[src/rtl/imem_fetch_ctrl_if.sv]
// Bundle of the loader handshake, instruction-memory port and fetch-stage
// outputs of imem_fetch_ctrl.
//   master : the fetch controller (drives ld_ready, mem_*, if_*)
//   slave  : the environment (loader, instruction memory, decode stage)
// Signals:
//   ld_valid/ld_ready/ld_data/ld_last : program loader stream
//   mem_addr/mem_we/mem_wdata         : instruction memory write/read port
//   mem_rdata                         : combinational read data
//   if_valid/if_pc/if_instr           : fetched instruction to decode
interface imem_fetch_ctrl_if;
  logic        ld_valid;
  logic        ld_ready;
  logic [31:0] ld_data;
  logic        ld_last;
  logic [5:0]  mem_addr;
  logic        mem_we;
  logic [31:0] mem_wdata;
  logic [31:0] mem_rdata;
  logic        if_valid;
  logic [7:0]  if_pc;
  logic [31:0] if_instr;

  modport master (
    input  ld_valid, ld_data, ld_last, mem_rdata,
    output ld_ready, mem_addr, mem_we, mem_wdata, if_valid, if_pc, if_instr
  );

  modport slave (
    output ld_valid, ld_data, ld_last, mem_rdata,
    input  ld_ready, mem_addr, mem_we, mem_wdata, if_valid, if_pc, if_instr
  );
endinterface

[src/rtl/imem_fetch_ctrl.sv]
// Instruction memory fetch controller.
// LOAD: streams loader words into instruction memory at wr_ptr. The last
//       word (ld_last) or filling all DEPTH words moves to RUN; filling
//       without ld_last flags err_overflow.
// RUN : fetches one word per cycle from pc, honouring cpu_stall, branch
//       redirects (one NOP bubble) and reload back to LOAD.
// Ports:
//   clk, rst     : clock, asynchronous active-high reset
//   reload       : return to LOAD from RUN
//   cpu_stall    : hold fetch stage
//   br_taken     : redirect fetch to br_target (word aligned)
//   br_target    : redirect byte address
//   load_done    : registered, high while in RUN
//   err_overflow : sticky, program exceeded DEPTH words
//   bus          : loader / memory / fetch signals (imem_fetch_ctrl_if)
module imem_fetch_ctrl #(
  parameter int unsigned DEPTH    = 64,
  parameter logic [7:0]  RESET_PC = 8'h00,
  parameter logic [31:0] NOP      = 32'h00000033
) (
  input  logic             clk,
  input  logic             rst,
  input  logic             reload,
  input  logic             cpu_stall,
  input  logic             br_taken,
  input  logic [7:0]       br_target,
  output logic             load_done,
  output logic             err_overflow,
  imem_fetch_ctrl_if.master bus
);

  typedef enum logic {
    LOAD,
    RUN
  } state_t;

  localparam logic [5:0] LAST_ADDR = 6'(DEPTH - 1);

  state_t      state_q, state_d;
  logic [5:0]  wr_ptr_q, wr_ptr_d;
  logic [7:0]  pc_q, pc_d;
  logic        if_valid_q, if_valid_d;
  logic [7:0]  if_pc_q, if_pc_d;
  logic [31:0] if_instr_q, if_instr_d;
  logic        load_done_q, load_done_d;
  logic        err_q, err_d;

  always_ff @(posedge clk or posedge rst) begin
    if (rst) begin
      state_q     <= LOAD;
      wr_ptr_q    <= '0;
      pc_q        <= RESET_PC;
      if_valid_q  <= 1'b0;
      if_pc_q     <= '0;
      if_instr_q  <= NOP;
      load_done_q <= 1'b0;
      err_q       <= 1'b0;
    end else begin
      state_q     <= state_d;
      wr_ptr_q    <= wr_ptr_d;
      pc_q        <= pc_d;
      if_valid_q  <= if_valid_d;
      if_pc_q     <= if_pc_d;
      if_instr_q  <= if_instr_d;
      load_done_q <= load_done_d;
      err_q       <= err_d;
    end
  end

  always_comb begin
    state_d       = state_q;
    wr_ptr_d      = wr_ptr_q;
    pc_d          = pc_q;
    if_valid_d    = if_valid_q;
    if_pc_d       = if_pc_q;
    if_instr_d    = if_instr_q;
    load_done_d   = load_done_q;
    err_d         = err_q;
    bus.ld_ready  = 1'b0;
    bus.mem_we    = 1'b0;
    bus.mem_addr  = pc_q[7:2];
    bus.mem_wdata = bus.ld_data;

    case (state_q)
      LOAD: begin
        bus.ld_ready = 1'b1;
        bus.mem_addr = wr_ptr_q;
        bus.mem_we   = bus.ld_valid;
        if (bus.ld_valid) begin
          // ld_last on the final slot is a clean finish, not an overflow
          if (bus.ld_last || wr_ptr_q == LAST_ADDR) begin
            state_d     = RUN;
            wr_ptr_d    = '0;
            pc_d        = RESET_PC;
            load_done_d = 1'b1;
            if (!bus.ld_last) err_d = 1'b1;
          end else begin
            wr_ptr_d = wr_ptr_q + 6'd1;
          end
        end
      end
      RUN: begin
        // priority: reload > br_taken > cpu_stall > normal fetch
        if (reload) begin
          state_d     = LOAD;
          wr_ptr_d    = '0;
          if_valid_d  = 1'b0;
          if_instr_d  = NOP;
          load_done_d = 1'b0;
          err_d       = 1'b0;
        end else if (br_taken) begin
          pc_d       = br_target & 8'hFC;
          if_valid_d = 1'b0;
          if_instr_d = NOP;
        end else if (!cpu_stall) begin
          if_instr_d = bus.mem_rdata;
          if_pc_d    = pc_q;
          if_valid_d = 1'b1;
          pc_d       = pc_q + 8'd4;
        end
      end
      default: state_d = LOAD;
    endcase
  end

  assign bus.if_valid  = if_valid_q;
  assign bus.if_pc     = if_pc_q;
  assign bus.if_instr  = if_instr_q;
  assign load_done     = load_done_q;
  assign err_overflow  = err_q;

endmodule

[src/flat_wrapper.sv]
// flat-port wrapper written by rule: the top's interface ports become plain ports
module imem_fetch_ctrl_flat 
#(
  parameter int unsigned DEPTH    = 64,
  parameter logic [7:0]  RESET_PC = 8'h00,
  parameter logic [31:0] NOP      = 32'h00000033
)
  (clk, rst, reload, cpu_stall, br_taken, br_target, load_done, err_overflow, bus_ld_valid, bus_ld_data, bus_ld_last, bus_mem_rdata, bus_ld_ready, bus_mem_addr, bus_mem_we, bus_mem_wdata, bus_if_valid, bus_if_pc, bus_if_instr);
  imem_fetch_ctrl_if bus_i ();
  input  logic clk;
  input  logic rst;
  input  logic reload;
  input  logic cpu_stall;
  input  logic br_taken;
  input  logic [7:0] br_target;
  output logic load_done;
  output logic err_overflow;
  input wire logic [$bits(bus_i.ld_valid)-1:0] bus_ld_valid;
  input wire logic [$bits(bus_i.ld_data)-1:0] bus_ld_data;
  input wire logic [$bits(bus_i.ld_last)-1:0] bus_ld_last;
  input wire logic [$bits(bus_i.mem_rdata)-1:0] bus_mem_rdata;
  output wire logic [$bits(bus_i.ld_ready)-1:0] bus_ld_ready;
  output wire logic [$bits(bus_i.mem_addr)-1:0] bus_mem_addr;
  output wire logic [$bits(bus_i.mem_we)-1:0] bus_mem_we;
  output wire logic [$bits(bus_i.mem_wdata)-1:0] bus_mem_wdata;
  output wire logic [$bits(bus_i.if_valid)-1:0] bus_if_valid;
  output wire logic [$bits(bus_i.if_pc)-1:0] bus_if_pc;
  output wire logic [$bits(bus_i.if_instr)-1:0] bus_if_instr;
  assign bus_i.ld_valid = bus_ld_valid;
  assign bus_i.ld_data = bus_ld_data;
  assign bus_i.ld_last = bus_ld_last;
  assign bus_i.mem_rdata = bus_mem_rdata;
  assign bus_ld_ready = bus_i.ld_ready;
  assign bus_mem_addr = bus_i.mem_addr;
  assign bus_mem_we = bus_i.mem_we;
  assign bus_mem_wdata = bus_i.mem_wdata;
  assign bus_if_valid = bus_i.if_valid;
  assign bus_if_pc = bus_i.if_pc;
  assign bus_if_instr = bus_i.if_instr;
  imem_fetch_ctrl #(.DEPTH(DEPTH), .RESET_PC(RESET_PC), .NOP(NOP)) u_core (.clk(clk), .rst(rst), .reload(reload), .cpu_stall(cpu_stall), .br_taken(br_taken), .br_target(br_target), .load_done(load_done), .err_overflow(err_overflow), .bus(bus_i));
endmodule
[config.mk]
export PLATFORM = sky130hd
export DESIGN_NAME = imem_fetch_ctrl_flat
export DESIGN_NICKNAME = d
export VERILOG_FILES = /design/src/rtl/imem_fetch_ctrl_if.sv /design/src/rtl/imem_fetch_ctrl.sv /design/src/flat_wrapper.sv
export SDC_FILE = /design/constraint.sdc
export NUM_CORES = 1
export LEC_CHECK = 0
export BUFFER_PORTS_ARGS = -buffer_cell sky130_fd_sc_hd__buf_2
export CAP_MARGIN = 40
export CORE_ASPECT_RATIO = 1.1
export CORE_MARGIN = 2
export CORE_UTILIZATION = 45
export DETAILED_ROUTE_END_ITERATION = 6
export GPL_TIMING_DRIVEN = 1
export PLACE_DENSITY = 0.84
export REMOVE_ABC_BUFFERS = 1
export SETUP_SLACK_MARGIN = 0.4
export SLEW_MARGIN = 20
export SYNTH_ARGS = -nofsm -noshare
export SYNTH_HDL_FRONTEND = slang
export SYNTH_SLANG_ARGS = --single-unit
[constraint.sdc]
create_clock -name clk -period 3.78 [get_ports clk]
set_clock_uncertainty 0.15 [all_clocks]
set_input_delay 0.756 -clock clk [delete_from_list [all_inputs] [get_ports clk]]
set_output_delay 0.756 -clock clk [all_outputs]
set_load 0.02 [all_outputs]
* Word-level counts from Yosys, hierarchy flattened
Cells that the tools add are included.
** Word-level totals
- Input port bits :: 79
- Output and inout bits :: 83
- Register bits after elaboration :: 58
- Logic and storage cells :: 60
** Operators by class
- Multiplexer cells :: 31
- Add/subtract/negate cells :: 2
- Eq/ne operators :: 8
- Reductions and logical operators :: 7
- Bitwise operators :: 4
** Operators with widths (count)
- 32-bit two-way mux :: 3
- 8-bit two-way mux :: 5
- 6-bit two-way mux :: 4
- 8-bit one-hot mux with 2 select lines :: 1
- 1-bit two-way mux :: 14
- 6-bit one-hot mux with 2 select lines :: 1
- 4-bit AND reduction :: 3
- 8-bit by 3-bit adder with 8-bit output, second input constant :: 1
- 2-bit inequality test, second input constant :: 4
- 6-bit by 1-bit adder with 6-bit output, second input constant :: 1
- 6-bit equality test, second input constant :: 1
- 1-bit one-hot mux with 2 select lines :: 3
- 1-bit inverter :: 4
- 2-bit AND reduction :: 2
- 3-bit by 2-bit inequality test with 1-bit output, second input constant :: 1
- 3-bit inequality test, second input constant :: 1
- 3-bit AND reduction :: 1
- 2-bit by 1-bit inequality test with 1-bit output, second input constant :: 1
- 1-bit logical OR :: 1

* Depth between registers and ports, before layout
- Depth after elaboration :: 5
- Gate-level depth with buffers :: 6

* Worst setup path before layout
No wires, ideal clock.
- Path kind :: reg-to-output
- From :: register u_core.state_q
- To :: output bus_mem_addr[1]
- Path slack :: 1.692 ns
- Path buffers :: 2
- Required time :: 2.874 ns
- Stages on the path, launching flop included :: 4
- Arrival :: 1.182 ns
- Cell sequence :: dfrtp_1 buf_4 buf_2 o21ai_0
** On the way
- Longest elaborated chain between the ends :: 1
** RTL lines
- start, declared :: RTL line imem_fetch_ctrl.sv:39 : state_t state_q, state_d;
- start signal, assigned :: RTL line imem_fetch_ctrl.sv:59 : state_q <= state_d;
- 6-bit two-way mux :: RTL line imem_fetch_ctrl.sv:84 : case (state_q)
- end, declared :: RTL line flat_wrapper.sv:23 : output wire logic [$bits(bus_i.mem_addr)-1:0] bus_mem_addr;
Every way passes these cells.

* Worst setup path after layout
- From :: register u_core.state_q
- To :: output bus_mem_addr[0]
Same word-level chain as after synthesis.

==> metrics.csv <==
stage;metric;value;unit
sta;FMAX;0.385;GHz
critical_path;Critical Path End Type;primary output;
logic_synthesis;count leader, synth;dfrtp_1;
logic_synthesis;main flop type after synthesis;dfrtp_1;
critical_path;CP peak stage delay;0.82;ns
die;site row count;29;
routing;ANT nets after route;0;
sta;worst-margin pin slew;0.719;ns
sta;Hold Violations, Final;0;
flow_run;# Max-Cap Violations;0;
die;die width;76.6;um
power;Pleak;0.00162;uW
placement;HPWL Detailed;4740;um
placement;Setup WS pre-CTS;1.37;ns
cts;CTS tree;built;
logic_synthesis;Netlist Area Pre-Place;2610;sq um
critical_path;Crit path max-delay family;flip-flops;
routing;via count;2023;
logic_synthesis;Ys Warns;0;
final_layout;FILL cells;520;
cts;clk slew on worst S/H paths;0.10;ns
sta;count of final max-slew check failures;0;
placement;RePlAce Congestion;0.747;
sta;period utilization;68.8;%
die;die area;6430;sq um
sta;RSZ-0062 raised after global routing;false;
critical_path;crit path buf inv count;1;
die;Die Span Y;83.9;um
sta;slack of the critical path;1.18;ns
cts;CTS Root Cell;clkbuf_8;
critical_path;Req. time, crit path;2.87;ns
routing;Vias/cell;5.38;
sta;setup tns final;0;ns
logic_synthesis;flops & latches, synth;54;
global_route;initial antenna violation count;0;
die;# IOs;162;
final_layout;P&R area growth vs syn;14.9;%
logic_synthesis;post-synth top area share;47.9;%
logic_synthesis;commonest cells in the netlist;dfrtp_1, buf_4, a22o_1, nand2_1, buf_2;
cts;Worst-Skew Late Latency;0.30;ns
global_route;vias in the first global route;1954;
final_layout;nets@finish;379;
logic_synthesis;Cell variety after synth;39;
critical_path;worst-path fanout max;18;
cts;Hold-fix buffers, CTS;0;
worst_hold_path;Hold Crit Class;reg -> reg;
cts;post-CTS setup buffer count;0;
cts;post-cts sizing count;0;
power;P per Cell Area;440;nW/um^2
global_route;gr ovfl total;0;
logic_synthesis;Post-synth EDFFs;0;
logic_synthesis;register area share after synthesis;51.9;%
logic_synthesis;area leader, netlist;dfrtp_1;
placement;IO Port Bufs;93;
final_layout;share of layout cells above drive strength 1;42.1;%
sta;Period minus WS final;2.60;ns
die;Initial Util;45.8;%
cts;CTS Sinks;54;
outcome;status;complete, no violations;
power;peak supply drop;217;uV
logic_synthesis;top post-synthesis cells by area;dfrtp_1, buf_4, a22o_1;
routing;DRT Pass-1 Iters;6;
die;area of the core;5700;sq um
global_route;largest net degree at the start of global routing;35;
sta;relative slew slack;52.1;%
routing;DRT iter0 DRCs;71;
global_route;GRT Resource Usage Total;19.9;%
cts;Max clock buf depth;2;
critical_path;worst path cell trace;mux2_2 > buf_2;
critical_path;critical path class;reg -> out;
cts;CTS H-Tree Depth;2;
routing;post-DR wirelength/cell;16.8;um
global_route;global-route wire length before repair;9920;um
critical_path;CP startpoint kind;register;
logic_synthesis;Synth Instances;238;
critical_path;CP arrival;1.69;ns
critical_path;CP max-delay cell;dfrtp_1;
logic_synthesis;post-synthesis area per instance;11.0;sq um
sta;final setup fails;0;
routing;Total Routed Length;6310;um
final_layout;# diodes;0;
routing;DRC;0;
logic_synthesis;ys async rst share;100;%
cts;CTS buffer count;5;
-- flip-flops by register name, summed over array words and instances (netlist names) --
| register | count |
|---|---|
| u_core.bus.if_instr | 32 |
| u_core.bus.if_pc | 6 |
| u_core.pc_q | 6 |
| u_core.wr_ptr_q | 6 |
| u_core.bus.if_valid | 1 |
| u_core.err_overflow | 1 |
| u_core.load_done | 1 |
| u_core.state_q | 1 |
-- per-stage QoR --
stage | instances | util (%) | total power, uW | cell area [sq um] | hold slack (ns)
final | 376 | 52.6 | 1320 | 3000 | 0.328
after global routing | 376 | 52.6 | 1400 | 3000 | 0.352
after CTS | 375 | 52.5 | 1340 | 2990 | 0.332
after detailed placement | 367 | 50.8 | 1000 | 2900 | 0.307
after global placement | 366 | 50.5 | 992 | 2880 | 0.307
after floorplan | 195 | - | 882 | 2310 | 0.337
-- where the power goes --
| part | switching, uW | internal [uW] | total, uW |
|---|---|---|---|
| Clock | 179 | 148 | 326 |
| Combinational | 181 | 120 | 300 |
| Sequential | 51.6 | 641 | 692 |
-- worst reg2reg max path, stage by stage (launching register included) --
cell and delay (ns):
dfrtp_1 0.82, nand2b_4 0.12, or3_1 0.52, nor3b_1 0.29, a221o_1 0.15
-- cells in the final DEF, fill, tap and decap left out, types with 6 or more instances in the layout --
cell and n:
clkbuf_8 6, buf_2 93, mux2_2 7, dfrtp_1 50
o21ai_1 6, nand2_1 28, nand3_1 6, nor2_1 7
inv_1 7, a22o_1 28
-- worst paths after layout --
kind	end	cells past startpoint	slack [ns]	start
setup / recovery	bus_mem_addr[0]	2	1.18	u_core.state_q$_DFF_PP0_
hold / removal	u_core.bus.if_pc[2]$_DFFE_PP0P_	2	0.33	u_core.bus.if_pc[2]$_DFFE_PP0P_
setup reg to reg	u_core.pc_q[4]$_DFFE_PP0P_	4	1.69	u_core.state_q$_DFF_PP0_
hold reg to reg	u_core.bus.if_pc[2]$_DFFE_PP0P_	2	0.33	u_core.bus.if_pc[2]$_DFFE_PP0P_
max in group asynchronous	u_core.bus.if_instr[0]$_DFFE_PP1P_	3	2.48	rst
min in group asynchronous	u_core.bus.if_pc[2]$_DFFE_PP0P_	2	0.36	rst
-- metal layers --
| layer | global-route usage, % | wire, um |
|---|---|---|
| met1 | 25.5 | 2720 |
| met2 | 28.3 | 2720 |
| met3 | 12.4 | 812 |
| met4 | 3.97 | 19 |
| met5 | 5.83 | 46 |
-- logic make-up after synthesis --
group,count (synthesis),synth area share (%)
adders and majority gates,2,0.958
muxes,7,3.02
other,1,0.144
xor gates and xnor gates,4,1.34
buffers and inverters,55,13.4
AOI/OAI and AO/OA,61,18.8
and+or+nand+nor,54,10.4
DFF,54,51.9
-- layout make-up --
cell class / count / area [sq um] / area share, %
clock inverters: 2 / 12.5 / 0.417
repair buffers: 96 / 500 / 16.7
flip-flops and latches: 54 / 1360 / 45.2
well taps: 77 / 96.3 / 3.21
multi-input cells: 130 / 910 / 30.3
clock buffers: 6 / 82.6 / 2.75
inverters: 11 / 41.3 / 1.38
(Power assumes the default switching activity.)
